==> config.mk <==
export PLATFORM = sky130hd
export DESIGN_NAME = bip_run_controller
export DESIGN_NICKNAME = d
export VERILOG_FILES = /design/src/rtl/bip_run_controller.sv
export SDC_FILE = /design/constraint.sdc
export NUM_CORES = 1
export LEC_CHECK = 0
export ABC_AREA = 1
export CAP_MARGIN = 20
export CORE_ASPECT_RATIO = 1.4
export CORE_UTILIZATION = 60
export CTS_CLUSTER_DIAMETER = 30
export DETAILED_ROUTE_END_ITERATION = 6
export DONT_BUFFER_PORTS = 1
export GPL_TIMING_DRIVEN = 0
export PLACE_DENSITY = 0.76
export SLEW_MARGIN = 20
export SYNTH_ARGS = -nofsm -noshare
export SYNTH_HDL_FRONTEND = slang
export SYNTH_SLANG_ARGS = --single-unit
export TNS_END_PERCENT = 100
==> constraint.sdc <==
create_clock -name i_clock -period 3.45 [get_ports i_clock]
set_input_delay 0.1725 -clock i_clock [delete_from_list [all_inputs] [get_ports i_clock]]
set_output_delay 0.1725 -clock i_clock [all_outputs]
set_load 0.05 [all_outputs]
==> src/rtl/bip_run_controller.sv <==
// Run/step sequencer for the BIPI core, driven by UART debug commands.
// It owns the CPU enable and the CPU reset, and it counts the executed cycles.
// When execution stops, it sends a 5-byte report through the UART TX handshake:
// status, 16-bit cycle count, then 16-bit ACC.
//
// state   | meaning
// --------+-----------------------------------------------------------
// IDLE    | CPU out of reset and paused; waits for 'R' or 'S'
// CLEAR   | one cycle with the CPU in reset; clears the cycle counter
// RUN     | CPU free-running until HLT, watchdog or 'H'
// STEP    | CPU executes exactly one instruction
// LOAD    | puts the current report byte on o_tx_data and pulses o_tx_start
// TX_WAIT | waits for the UART to finish the current byte
module bip_run_controller #(
    parameter int CONTADOR_LENGTH = 11,
    parameter int OPCODE_LENGTH   = 5,
    parameter int ACC_LENGTH      = 16
) (
    input  logic                       i_clock,
    input  logic                       i_reset,
    input  logic                       i_rx_done,
    input  logic [7:0]                 i_rx_data,
    input  logic [OPCODE_LENGTH-1:0]   i_opcode,
    input  logic [ACC_LENGTH-1:0]      i_acc,
    input  logic                       i_tx_done,
    output logic                       o_cpu_enable,
    output logic                       o_cpu_reset,
    output logic                       o_tx_start,
    output logic [7:0]                 o_tx_data,
    output logic [CONTADOR_LENGTH-1:0] o_cuenta,
    output logic                       o_busy
);

    localparam logic [7:0] CMD_RUN  = 8'h52;
    localparam logic [7:0] CMD_STEP = 8'h53;
    localparam logic [7:0] CMD_HALT = 8'h48;

    localparam logic [7:0] STATUS_HLT   = 8'h00;
    localparam logic [7:0] STATUS_WDOG  = 8'h01;
    localparam logic [7:0] STATUS_ABORT = 8'h02;
    localparam logic [7:0] STATUS_STEP  = 8'h03;

    localparam logic [CONTADOR_LENGTH-1:0] CNT_MAX = '1;
    localparam logic [2:0]                 LAST_IDX = 3'd4;

    typedef enum logic [2:0] {
        IDLE,
        CLEAR,
        RUN,
        STEP,
        LOAD,
        TX_WAIT
    } state_t;

    state_t                     state, state_next;
    logic [CONTADOR_LENGTH-1:0] cuenta_next, cuenta_inc;
    logic [7:0]                 status, status_next;
    logic [2:0]                 idx, idx_next;
    logic [15:0]                rpt_cnt, rpt_acc;
    logic [7:0]                 tx_byte;
    logic                       snapshot;

    // Compute the next state, the next counter and the next report-sequencing values.
    always_comb begin
        state_next  = state;
        cuenta_next = o_cuenta;
        status_next = status;
        idx_next    = idx;
        cuenta_inc  = o_cuenta + 1'b1;
        case (state)
            IDLE: begin
                if (i_rx_done) begin
                    if (i_rx_data == CMD_RUN) begin
                        state_next = CLEAR;
                    end else if (i_rx_data == CMD_STEP) begin
                        state_next = STEP;
                    end
                end
            end
            CLEAR: begin
                cuenta_next = '0;
                state_next  = RUN;
            end
            RUN: begin
                if (i_opcode == '0) begin
                    status_next = STATUS_HLT;
                    state_next  = LOAD;
                end else begin
                    cuenta_next = cuenta_inc;
                    if (cuenta_inc == CNT_MAX) begin
                        status_next = STATUS_WDOG;
                        state_next  = LOAD;
                    end else if (i_rx_done && (i_rx_data == CMD_HALT)) begin
                        status_next = STATUS_ABORT;
                        state_next  = LOAD;
                    end
                end
            end
            STEP: begin
                if ((i_opcode != '0) && (o_cuenta != CNT_MAX)) begin
                    cuenta_next = cuenta_inc;
                end
                status_next = STATUS_STEP;
                state_next  = LOAD;
            end
            LOAD: begin
                state_next = TX_WAIT;
            end
            TX_WAIT: begin
                if (i_tx_done) begin
                    if (idx == LAST_IDX) begin
                        idx_next   = '0;
                        state_next = IDLE;
                    end else begin
                        idx_next   = idx + 3'd1;
                        state_next = LOAD;
                    end
                end
            end
            default: begin
                state_next = IDLE;
            end
        endcase
    end

    // The report is frozen only when leaving RUN/STEP, never when coming back from TX_WAIT.
    assign snapshot = ((state == RUN) || (state == STEP)) && (state_next == LOAD);

    // Select the report byte for the current index.
    always_comb begin
        tx_byte = 8'h00;
        case (idx)
            3'd0:    tx_byte = status;
            3'd1:    tx_byte = rpt_cnt[15:8];
            3'd2:    tx_byte = rpt_cnt[7:0];
            3'd3:    tx_byte = rpt_acc[15:8];
            default: tx_byte = rpt_acc[7:0];
        endcase
    end

    // State register.
    always_ff @(posedge i_clock) begin
        if (!i_reset) begin
            state <= IDLE;
        end else begin
            state <= state_next;
        end
    end

    // Registered outputs and datapath. CPU controls follow the state being entered.
    always_ff @(posedge i_clock) begin
        if (!i_reset) begin
            o_cpu_enable <= 1'b0;
            o_cpu_reset  <= 1'b0;
            o_tx_start   <= 1'b0;
            o_tx_data    <= '0;
            o_cuenta     <= '0;
            o_busy       <= 1'b0;
            status       <= '0;
            idx          <= '0;
            rpt_cnt      <= '0;
            rpt_acc      <= '0;
        end else begin
            o_cpu_enable <= (state_next == RUN) || (state_next == STEP);
            o_cpu_reset  <= (state_next != CLEAR);
            o_tx_start   <= (state == LOAD);
            o_busy       <= (state_next != IDLE);
            o_cuenta     <= cuenta_next;
            status       <= status_next;
            idx          <= idx_next;
            if (state == LOAD) begin
                o_tx_data <= tx_byte;
            end
            if (snapshot) begin
                rpt_cnt <= 16'(cuenta_next);
                rpt_acc <= 16'(i_acc);
            end
        end
    end

endmodule

**Word-level counts from Yosys, hierarchy flattened**

Index checks and enable logic that the tools add are counted.

- Reductions and logical operators: 13
- Mux-type cells: 18
- Equal/unequal tests: 19
- Add/subtract/negate cells: 2

Operator list:

| cell | count |
|---|---|
| case mux 11 bit (3 select lines) | 1 |
| case mux 8 bit (4 select lines) | 1 |
| two-way mux 3 bit | 9 |
| == test 8 x 7 -> 1 bit (second input constant) | 3 |
| two-way mux 8 bit | 3 |
| two-way mux 11 bit | 2 |
| == test 3 x 2 -> 1 bit (second input constant) | 6 |
| case mux 3 bit (6 select lines) | 1 |
| case mux 8 bit (2 select lines) | 1 |
| == test 3 bit (second input constant) | 4 |
| adder 11 x 1 -> 11 bit (second input constant) | 1 |
| == test 11 bit (second input constant) | 1 |
| inequality test 11 bit (second input constant) | 1 |
| == test 3 x 1 -> 1 bit (second input constant) | 2 |
| zero test 3 bit | 2 |
| zero test 5 bit | 1 |
| nonzero test 5 bit | 1 |
| inequality test 4 bit (second input constant) | 1 |
| AND reduction 2 bit | 2 |
| adder 3 x 1 -> 3 bit (second input constant) | 1 |
| logical AND 1 bit | 3 |
| inequality test 3 x 1 -> 1 bit (second input constant) | 1 |
| nonzero test 3 bit | 1 |
| logical OR 1 bit | 2 |
| nonzero test 2 bit | 1 |

- Register bits after elaboration: 64
- Logic and storage cells: 63

**Logic depth before layout (Yosys ltp)**

Gate-level depths: netlist (run 1).

- Word-level depth: 8
- Gate-level depth with buffers: 15
- Mapped depth without buffers: 14

**Worst setup path before layout (run 1)**

Ideal clock, no wire load.

- Path type: reg2reg
- From: register o_cuenta[0]
- To: register o_busy
- Library setup time: 0.114 ns
- Path slack: 1.248 ns
- Arrival time: 2.088 ns
- Path buffers: 1
- Stages on the path, launching flop included: 14
- Period minus slack after synthesis: 2.202 ns
- Required time: 3.336 ns
- Cells stage by stage: dfxtp_1 -> ha_1 -> nand2_2 -> nor2_4 -> nand3b_1 -> nand2_1 -> nand2_1 -> nor2_1 -> nand3_2 -> nand2_4 -> buf_4 -> nand3_1 -> nand2_1 -> nand2_1

- Cells in the longest elaborated chain, start to end: 6

Ends and longest elaborated chain:

| item | line | RTL |
|---|---|---|
| from (decl) | 30 | `output logic [CONTADOR_LENGTH-1:0] o_cuenta,` |
| from (signal assigned) | 168 | `o_cuenta <= cuenta_next;` |
| adder 11 x 1 -> 11 bit | 69 | `cuenta_inc = o_cuenta + 1'b1;` |
| == test 11 bit | 90 | `if (cuenta_inc == CNT_MAX) begin` |
| two-way mux 3 bit | 90 |  |
| two-way mux 3 bit | 85 | `if (i_opcode == '0) begin` |
| case mux 3 bit (6 select lines) | 70 | `case (state)` |
| nonzero test 3 bit | 167 | `o_busy <= (state_next != IDLE);` |
| to (signal assigned) | 167 |  |
| to (decl) | 31 | `output logic o_busy` |

Every way passes these cells.
A chain may end at the register's enable or synchronous reset.

**Worst setup path in the final report (run 1)**

- From: register o_cuenta[0]
- To: register rpt_cnt[10]

- Cells in the longest elaborated chain, start to end: 7

Ends and longest elaborated chain:

| item | line | RTL |
|---|---|---|
| adder 11 x 1 -> 11 bit | 69 |  |
| == test 11 bit | 90 |  |
| two-way mux 3 bit | 90 |  |
| two-way mux 3 bit | 85 |  |
| case mux 3 bit (6 select lines) | 70 |  |
| == test 3 bit | 127 | `assign snapshot = ((state == RUN) \|\| (state == STEP)) && (state_next == LOAD);` |
| logical AND 1 bit | 127 |  |
| to (signal assigned) | 175 | `rpt_cnt <= 16'(cuenta_next);` |
| to (decl) | 59 | `logic [15:0] rpt_cnt, rpt_acc;` |

Parallel ways exist; a longest one is shown, timed or not.

==> results of run 1 <==
cells in the mapped netlist, drive strengths merged, types with 2 or more instances:
cell type | number | area [um^2]
o21ai | 11 | 55.05
nand3 | 31 | 165.2
nand2 | 128 | 500.5
a21oi | 35 | 175.2
buf | 12 | 72.57
nand4 | 6 | 37.54
clkbuf | 7 | 26.28
nand3b | 19 | 142.6
o211ai | 8 | 60.06
a211oi | 3 | 22.52
ha | 7 | 87.58
dfxtp | 58 | 1161
inv | 57 | 214.0
nor2 | 63 | 251.5
nor3 | 6 | 30.03
nor4 | 2 | 12.51
per-layer routing:
metal  routed length [um]  up-vias  GRT usage [%]
met5                    0        -              0
met4                   96        0          13.11
met3                  241       11          4.211
met2                 3606       60          51.55
met1                 2883     1257          28.08
li1                     -     1483              -
critical path, delay by kind of cell (launching register included):
| kind | cells | cell delay [ns] |
|---|---|---|
| adders and majority gates | 1 | 0.32 |
| buffers and inverters | 1 | 0.20 |
| DFF | 1 | 0.75 |
| and+or+nand+nor | 11 | 1.20 |
final cells by class:
type | instances | area (um^2)
Fill cell | 450 | 1540
Tap cell | 64 | 80.08
Multi-Input combinational cell | 324 | 1578
Clock inverter | 5 | 52.55
Inverter | 58 | 217.7
Clock buffer | 11 | 151.4
Buffer | 19 | 98.84
Sequential cell | 58 | 1161
logic make-up after synthesis:
logic type | count (synthesis) | share of synthesized area, %
DFF | 58 | 38.00
xor gates and xnor gates | 1 | 0.2867
and+or+nand+nor | 257 | 37.76
adders and majority gates | 7 | 2.866
AOI/OAI and AO/OA | 59 | 10.73
buffers and inverters | 77 | 10.36
metrics by stage:
stage | hold WS, ns | util [%] | total power [mW] | cell area, um^2 | worst slack, ns
finish | 0.01560 | 68.44 | 1.382 | 3339 | 0.8613
global route | 0.03077 | 68.44 | 1.424 | 3339 | 0.6739
CTS | 0.01193 | 68.44 | 1.388 | 3339 | 0.8354
detailed placement | 0.3623 | 64.26 | 0.7669 | 3136 | 0.8431
global placement | 0.3468 | 64.26 | 0.7659 | 3136 | 0.8879
floorplan | 0.3345 | - | 0.7548 | 3055 | 1.248
sequential cells by signal, indices dropped and copies added, names as in the netlist:
register / flops
o_cpu_enable: 1
idx: 3
rpt_cnt: 11
o_cuenta: 11
rpt_acc: 16
o_tx_data: 8
o_busy: 1
o_tx_start: 1
o_cpu_reset: 1
status: 2
state: 3
report_power, final:
part	internal, mW	switching, mW
registers	0.678	0.0159
clock network	0.369	0.261
logic	0.0219	0.0367
how the worst max path moves through the flow:
stage                                    end
finish              rpt_cnt[10]$_SDFFE_PN0P_
global placement    rpt_cnt[10]$_SDFFE_PN0P_
detailed placement  rpt_cnt[10]$_SDFFE_PN0P_
global route        rpt_cnt[10]$_SDFFE_PN0P_
CTS                 rpt_cnt[10]$_SDFFE_PN0P_
floorplan                  o_busy$_SDFF_PN0_
==> impl_summary.txt, run 1 <==
----------------------------------------------------
[Floorplan]
  Count of pins on the block boundary ... 56
  Area of the core ... 0.004880 mm^2
  Die Ht ... 86.44 um
  Die ar. ... 0.005386 mm^2
  Number of rows in the core area ... 30
  Overall die width ... 62.31 um
  Starting density of the core ... 62.62%

[Placed design]
  Post-DP HPWL ... 5213 um
  Placed cell count ... 523
  Port Buffers ... 0
  Placer congestion estimate ... 0.8590

[Final layout]
  Layout overhead on the synthesized area ... 9.296%
  Number of diodes added for antenna fixing ... 0
  Most common library cell in the layout ignoring fill and taps ... sky130_fd_sc_hd__nand2_1
  Nets ... 510
  Number of non-filler instances in the completed layout ... 539
  Fraction of layout cells with a size suffix above 1 ... 7.579%
  Leading cell types in the layout, fill and taps excluded ... sky130_fd_sc_hd__nand2_1 (124), sky130_fd_sc_hd__nor2_1 (59), sky130_fd_sc_hd__dfxtp_1 (58)

[Critical path]
  Category of the most critical setup path ... reg2reg
  Launch point of the worst path ... o_cuenta[0]$_SDFF_PN0_
  Critical path peak fanout ... 10
  Required time worst endpoint ... 3.68 ns
  Reg2Reg Capture Point ... rpt_cnt[10]$_SDFFE_PN0P_
  Reg2Reg Depth ... 13
  Startpoint of the most critical register-to-register path ... o_cuenta[0]$_SDFF_PN0_
  R2r setup slk ... 0.86 ns
  Most frequent CP cell ... sky130_fd_sc_hd__nand2_1
  Slowest library cell on the worst path ... sky130_fd_sc_hd__dfxtp_1
  Worst setup EP type ... register
  Cell Chain, Critical Path ... ha_1 > nand2_2 > nor2_4 > nand3b_1 > nand2_1 > nand2_1 > nor2_1 > nand3_2 > nand2_4 > buf_4 > nand3_1 > nand2_1 > nor2_1
  Delay contributed by the slowest stage of the critical path ... 0.75 ns
  Worst Setup Start Kind ... register
  Arr. time, crit path ... 2.82 ns

[Timing]
  Worst slew slack as a fraction of its limit ... 42.57%
  Max Fclk ... 386.3 MHz
  Unrepaired setup endpoints after global routing ... no
  Clock Skews ... 0.003657 ns
  Final Hold Viols ... 0
  Count of final max-slew check failures ... 0
  Post-route fraction of the period consumed by the critical path ... 75.03%
  Final period demand of the worst path ... 2.589 ns
  Setup_tns ... 0 ns
  Actual transition at the worst max-transition pin ... 0.8549 ns
  Number of setup violations in the final report ... 0

[Min path]
  Depth of the worst hold-timing path ... 2
  Hold EP ... idx[2]$_SDFFE_PN0P_
  Hold WC Path Type ... in2reg
  Worst hold path startpoint ... i_tx_done

[Routing]
  Final antenna-violating net count ... 0
  Residual DRC count ... 0
  Final WL ... 6828 um
  Vias ... 2811
  Avg Vias per Cell ... 5.215
  Average wire per standard cell ... 12.67 um
  DRC marker count from the first detailed-route iteration ... 96
  Number of search-and-repair iterations in the first detailed-routing pass ... 4

[Clock network]
  Clk Latency, worst-skew pair ... 0.33 ns
  Maximum level of the CTS H-tree ... 3
  Post-CTS setup buffer count ... 0
  Clock Pin Slew Worst Setup and Hold Paths ... 0.07 ns
  CTS Hold Buffers Added ... 0
  Post-cts gate resize count ... 0
  Maximum buffer depth of the clock tree ... 2
  Root cell of the clock tree ... sky130_fd_sc_hd__clkbuf_8
  Number of buffers created by CTS ... 9
  Clock sinks ... 58
  CTS tree ... done

[Yosys]
  Average cell area after synthesis ... 6.657 um^2
  Syn Std Cell Area ... 0.003055 mm^2
  Library cells used by synthesis ... 31
  EDFF count, synth ... 0
  Gate count of the mapped netlist ... 459
  Flops & latches, synth ... 58
  Ys Warns ... 0
  Primary FF master, synth ... sky130_fd_sc_hd__dfxtp_1
  Sequential-to-total area share from yosys stat ... 38.00%
  FFs w/ async S/R, synth ... 0%
  Net Count, Synth ... 499

[GRT]
  Global-route wire length before repair ... 11200 um
  Via count of the first global-routing pass ... 2522
  Largest net degree at the start of global routing ... 11
  Initial antenna violation count ... 0
  Residual overflow from global routing ... 0
  Gr usage total ... 26.77%

[Power and ir drop]
  Leakage power ... 1.418 nW
  Max IR drop VDD ... 0.4010 mV
  Power per cell area ... 413.9 mW/mm^2

[Job]
  Max Cap Viol ... 0

[Outcome]
  Result of the run ... finished clean

----------------------------------------------------
No activity file was read; power rests on OpenSTA's default activity.
==> run 2, diff against run 1 <==
==> constraint.sdc (replaced) <==
create_clock -name i_clock -period 2.4 [get_ports i_clock]
set_input_delay 0.12 -clock i_clock [delete_from_list [all_inputs] [get_ports i_clock]]
set_output_delay 0.12 -clock i_clock [all_outputs]
set_load 0.05 [all_outputs]
==> run 2 against run 1 <==
  * Hold slack worse by 0.0063 ns
  * Sequential share of layout area is 0.14 points higher
  * Core utilization grew 0.62 points
  * Highest routed layer unchanged
  * Die area stayed put
  * Register-to-register slack worse by 0.66 ns
  * Sequential cell count unchanged
  * Clock power is 44% higher
  * Routed wire length is 0.54% higher
  * Count of clock-buffer cells in the layout unchanged
  * Critical path depth is the same
==> impl_summary.txt, run 2 (same netlist as run 1, synthesis figures left out) <==
----------------------------------------------------
[Outcome]
  Result of the run ... finished clean

[Final layout]
  Filler Cell Count ... 449
  Reg with most FFs ... rpt_acc
  Fraction of layout cells with a size suffix above 1 ... 9.454%
  Leading cell types in the layout, fill and taps excluded ... sky130_fd_sc_hd__nand2_1 (124), sky130_fd_sc_hd__nor2_1 (59), sky130_fd_sc_hd__inv_1 (55)
  Most common library cell in the layout ignoring fill and taps ... sky130_fd_sc_hd__nand2_1
  Nets ... 511
  Flip-flop count of the largest register, all copies and words added ... 16
  Number of diodes added for antenna fixing ... 0
  Final core occ ... 69.05%
  Layout overhead on the synthesized area ... 10.28%
  Number of non-filler instances in the completed layout ... 540
  Largest registers ... rpt_acc (16), o_cuenta (11), rpt_cnt (11)

[Placed design]
  Post-DP HPWL ... 5213 um
  Placer congestion estimate ... 0.8590
  Placed cell count ... 523
  Worst slack, placed ... -0.2069 ns
  Port Buffers ... 0

[Power and ir drop]
  Portion of total power attributed to combinational logic ... 4.3%
  Design internal power ... 1.535 mW
  Flop pwr share ... 50.1%
  Max IR drop VDD ... 0.5721 mV
  Power per cell area ... 589.7 mW/mm^2
  Overall power after layout ... 1.987 mW
  Clock power share ... 45.6%
  P_sw ... 0.4521 mW
  Leakage power ... 1.432 nW
  Switch share ... 22.75%

[GRT]
  Gr usage total ... 26.85%
  Largest net degree at the start of global routing ... 11
  Global-route wire length before repair ... 11240 um
  Via count of the first global-routing pass ... 2532
  Residual overflow from global routing ... 0
  Initial antenna violation count ... 0

[Clock network]
  Clock Pin Slew Worst Setup and Hold Paths ... 0.07 ns
  Maximum buffer depth of the clock tree ... 2
  Post-CTS setup buffer count ... 0
  Clock sinks ... 58
  Number of buffers created by CTS ... 9
  Clk Latency, worst-skew pair ... 0.33 ns
  Root cell of the clock tree ... sky130_fd_sc_hd__clkbuf_8
  Maximum level of the CTS H-tree ... 3
  CTS tree ... done

[Min path]
  Hold WC Path Type ... in2reg
  Hold EP ... rpt_acc[15]$_SDFFE_PN0P_
  Depth of the worst hold-timing path ... 3
  Worst hold path startpoint ... i_acc[15]

[Critical path]
  Worst setup EP type ... register
  Delay contributed by the slowest stage of the critical path ... 0.47 ns
  Most frequent CP cell ... sky130_fd_sc_hd__nand2_1
  Cell Chain, Critical Path ... ha_1 > nand2_2 > nor2_4 > nand3b_1 > nand2_1 > nand2_1 > nor2_1 > nand3_2 > nand2_4 > buf_4 > nand3_1 > nand2_1 > nor2_1
  Reg2Reg Capture Point ... rpt_cnt[10]$_SDFFE_PN0P_
  Critical path peak fanout ... 10
  Worst Setup Start Kind ... register
  Category of the most critical setup path ... reg2reg
  Required time worst endpoint ... 2.62 ns
  Reg2Reg Depth ... 13
  R2r setup slk ... 0.20 ns
  Arr. time, crit path ... 2.42 ns
  Startpoint of the most critical register-to-register path ... o_cuenta[0]$_SDFF_PN0_
  Slowest library cell on the worst path ... sky130_fd_sc_hd__dfxtp_4
  Launch point of the worst path ... o_cuenta[0]$_SDFF_PN0_

[Floorplan]
  Starting density of the core ... 62.62%
  Number of rows in the core area ... 30
  Count of pins on the block boundary ... 56
  Die ar. ... 0.005386 mm^2
  Die Ht ... 86.44 um
  Overall die width ... 62.31 um
  Area of the core ... 0.004880 mm^2

[Timing]
  Unrepaired setup endpoints after global routing ... no
  Final Hold Viols ... 0
  Clock Skews ... 0.007396 ns
  Post-route fraction of the period consumed by the critical path ... 91.67%
  Max Fclk ... 454.5 MHz
  Actual transition at the worst max-transition pin ... 0.6662 ns
  Setup_tns ... 0 ns
  Worst slew slack as a fraction of its limit ... 55.42%
  Number of setup violations in the final report ... 0
  Final period demand of the worst path ... 2.200 ns
  Count of final max-slew check failures ... 0
  PnR worst setup slack ... 0.1999 ns

[Job]
  Max Cap Viol ... 0

[Routing]
  Final antenna-violating net count ... 0
  Number of search-and-repair iterations in the first detailed-routing pass ... 4
  Avg Vias per Cell ... 5.244
  Vias ... 2832
  DRC marker count from the first detailed-route iteration ... 97
  Final WL ... 6865 um
  Residual DRC count ... 0
  Average wire per standard cell ... 12.71 um

----------------------------------------------------
==> run 2: cell type report <==
type / count / area, um^2 / area share (%)
buffer: 19 / 98.84 / 2.934
clock buffer: 11 / 151.4 / 4.493
clock inverter: 5 / 52.55 / 1.560
inverter: 58 / 217.7 / 6.461
multi-input combinational: 324 / 1583 / 46.97
sequential: 58 / 1176 / 34.91
tap: 64 / 80.08 / 2.377
timing repair buffer: 1 / 10.01 / 0.2971
==> run 2: critical path: cells and delay by family (launching register included) <==
family | cells | cell delay [ns]
fa+ha+maj | 1 | 0.24
buf+inv | 1 | 0.20
flops | 1 | 0.47
simple gates | 11 | 1.16
==> run 2: per-layer routing <==
| layer | up-vias | GRT usage, % | routed length [um] |
|---|---|---|---|
| li1 | 1488 | - | - |
| met1 | 1268 | 28.16 | 2889 |
| met2 | 65 | 51.75 | 3607 |
| met3 | 11 | 4.211 | 230 |
| met4 | 0 | 13.11 | 137 |
| met5 | - | 0 | 0 |
==> run 2: stage by stage <==
step	hold slack, ns	cell area, um^2
floorplan	0.2820	3055
global placement	0.2943	3136
detailed placement	0.3098	3136
CTS	0.007690	3352
global route	0.02397	3369
finish	0.009254	3369
==> run 2: repair_timing <==
action / 4_1_cts / 5_1_grt
endpoints found under the setup margin: 34 / 35
pin swaps: 0 / 0
resized for setup: 2 / 9
endpoints found under the hold margin: 1 / 0
hold buffers: 1 / 0
cloned: 0 / 0
==> run 2: how the worst max path moves through the flow <==
stage                                          end  cells after the start
after floorplan                  o_busy$_SDFF_PN0_                     13
after global placement    rpt_cnt[10]$_SDFFE_PN0P_                     13
after detailed placement  rpt_cnt[10]$_SDFFE_PN0P_                     13
after CTS                 rpt_cnt[10]$_SDFFE_PN0P_                     12
after global routing      rpt_cnt[10]$_SDFFE_PN0P_                     12
final                     rpt_cnt[10]$_SDFFE_PN0P_                     13
==> run 2: power by group through the flow <==
stage                     clock network [mW]  logic (mW)  registers (mW)
after global placement                     0      0.0824            1.02
final                                  0.906      0.0858           0.995
after global routing                   0.953      0.0970           0.996
after detailed placement                   0      0.0836            1.02
after CTS                              0.914      0.0854           0.997
after floorplan                            0      0.0681            1.02
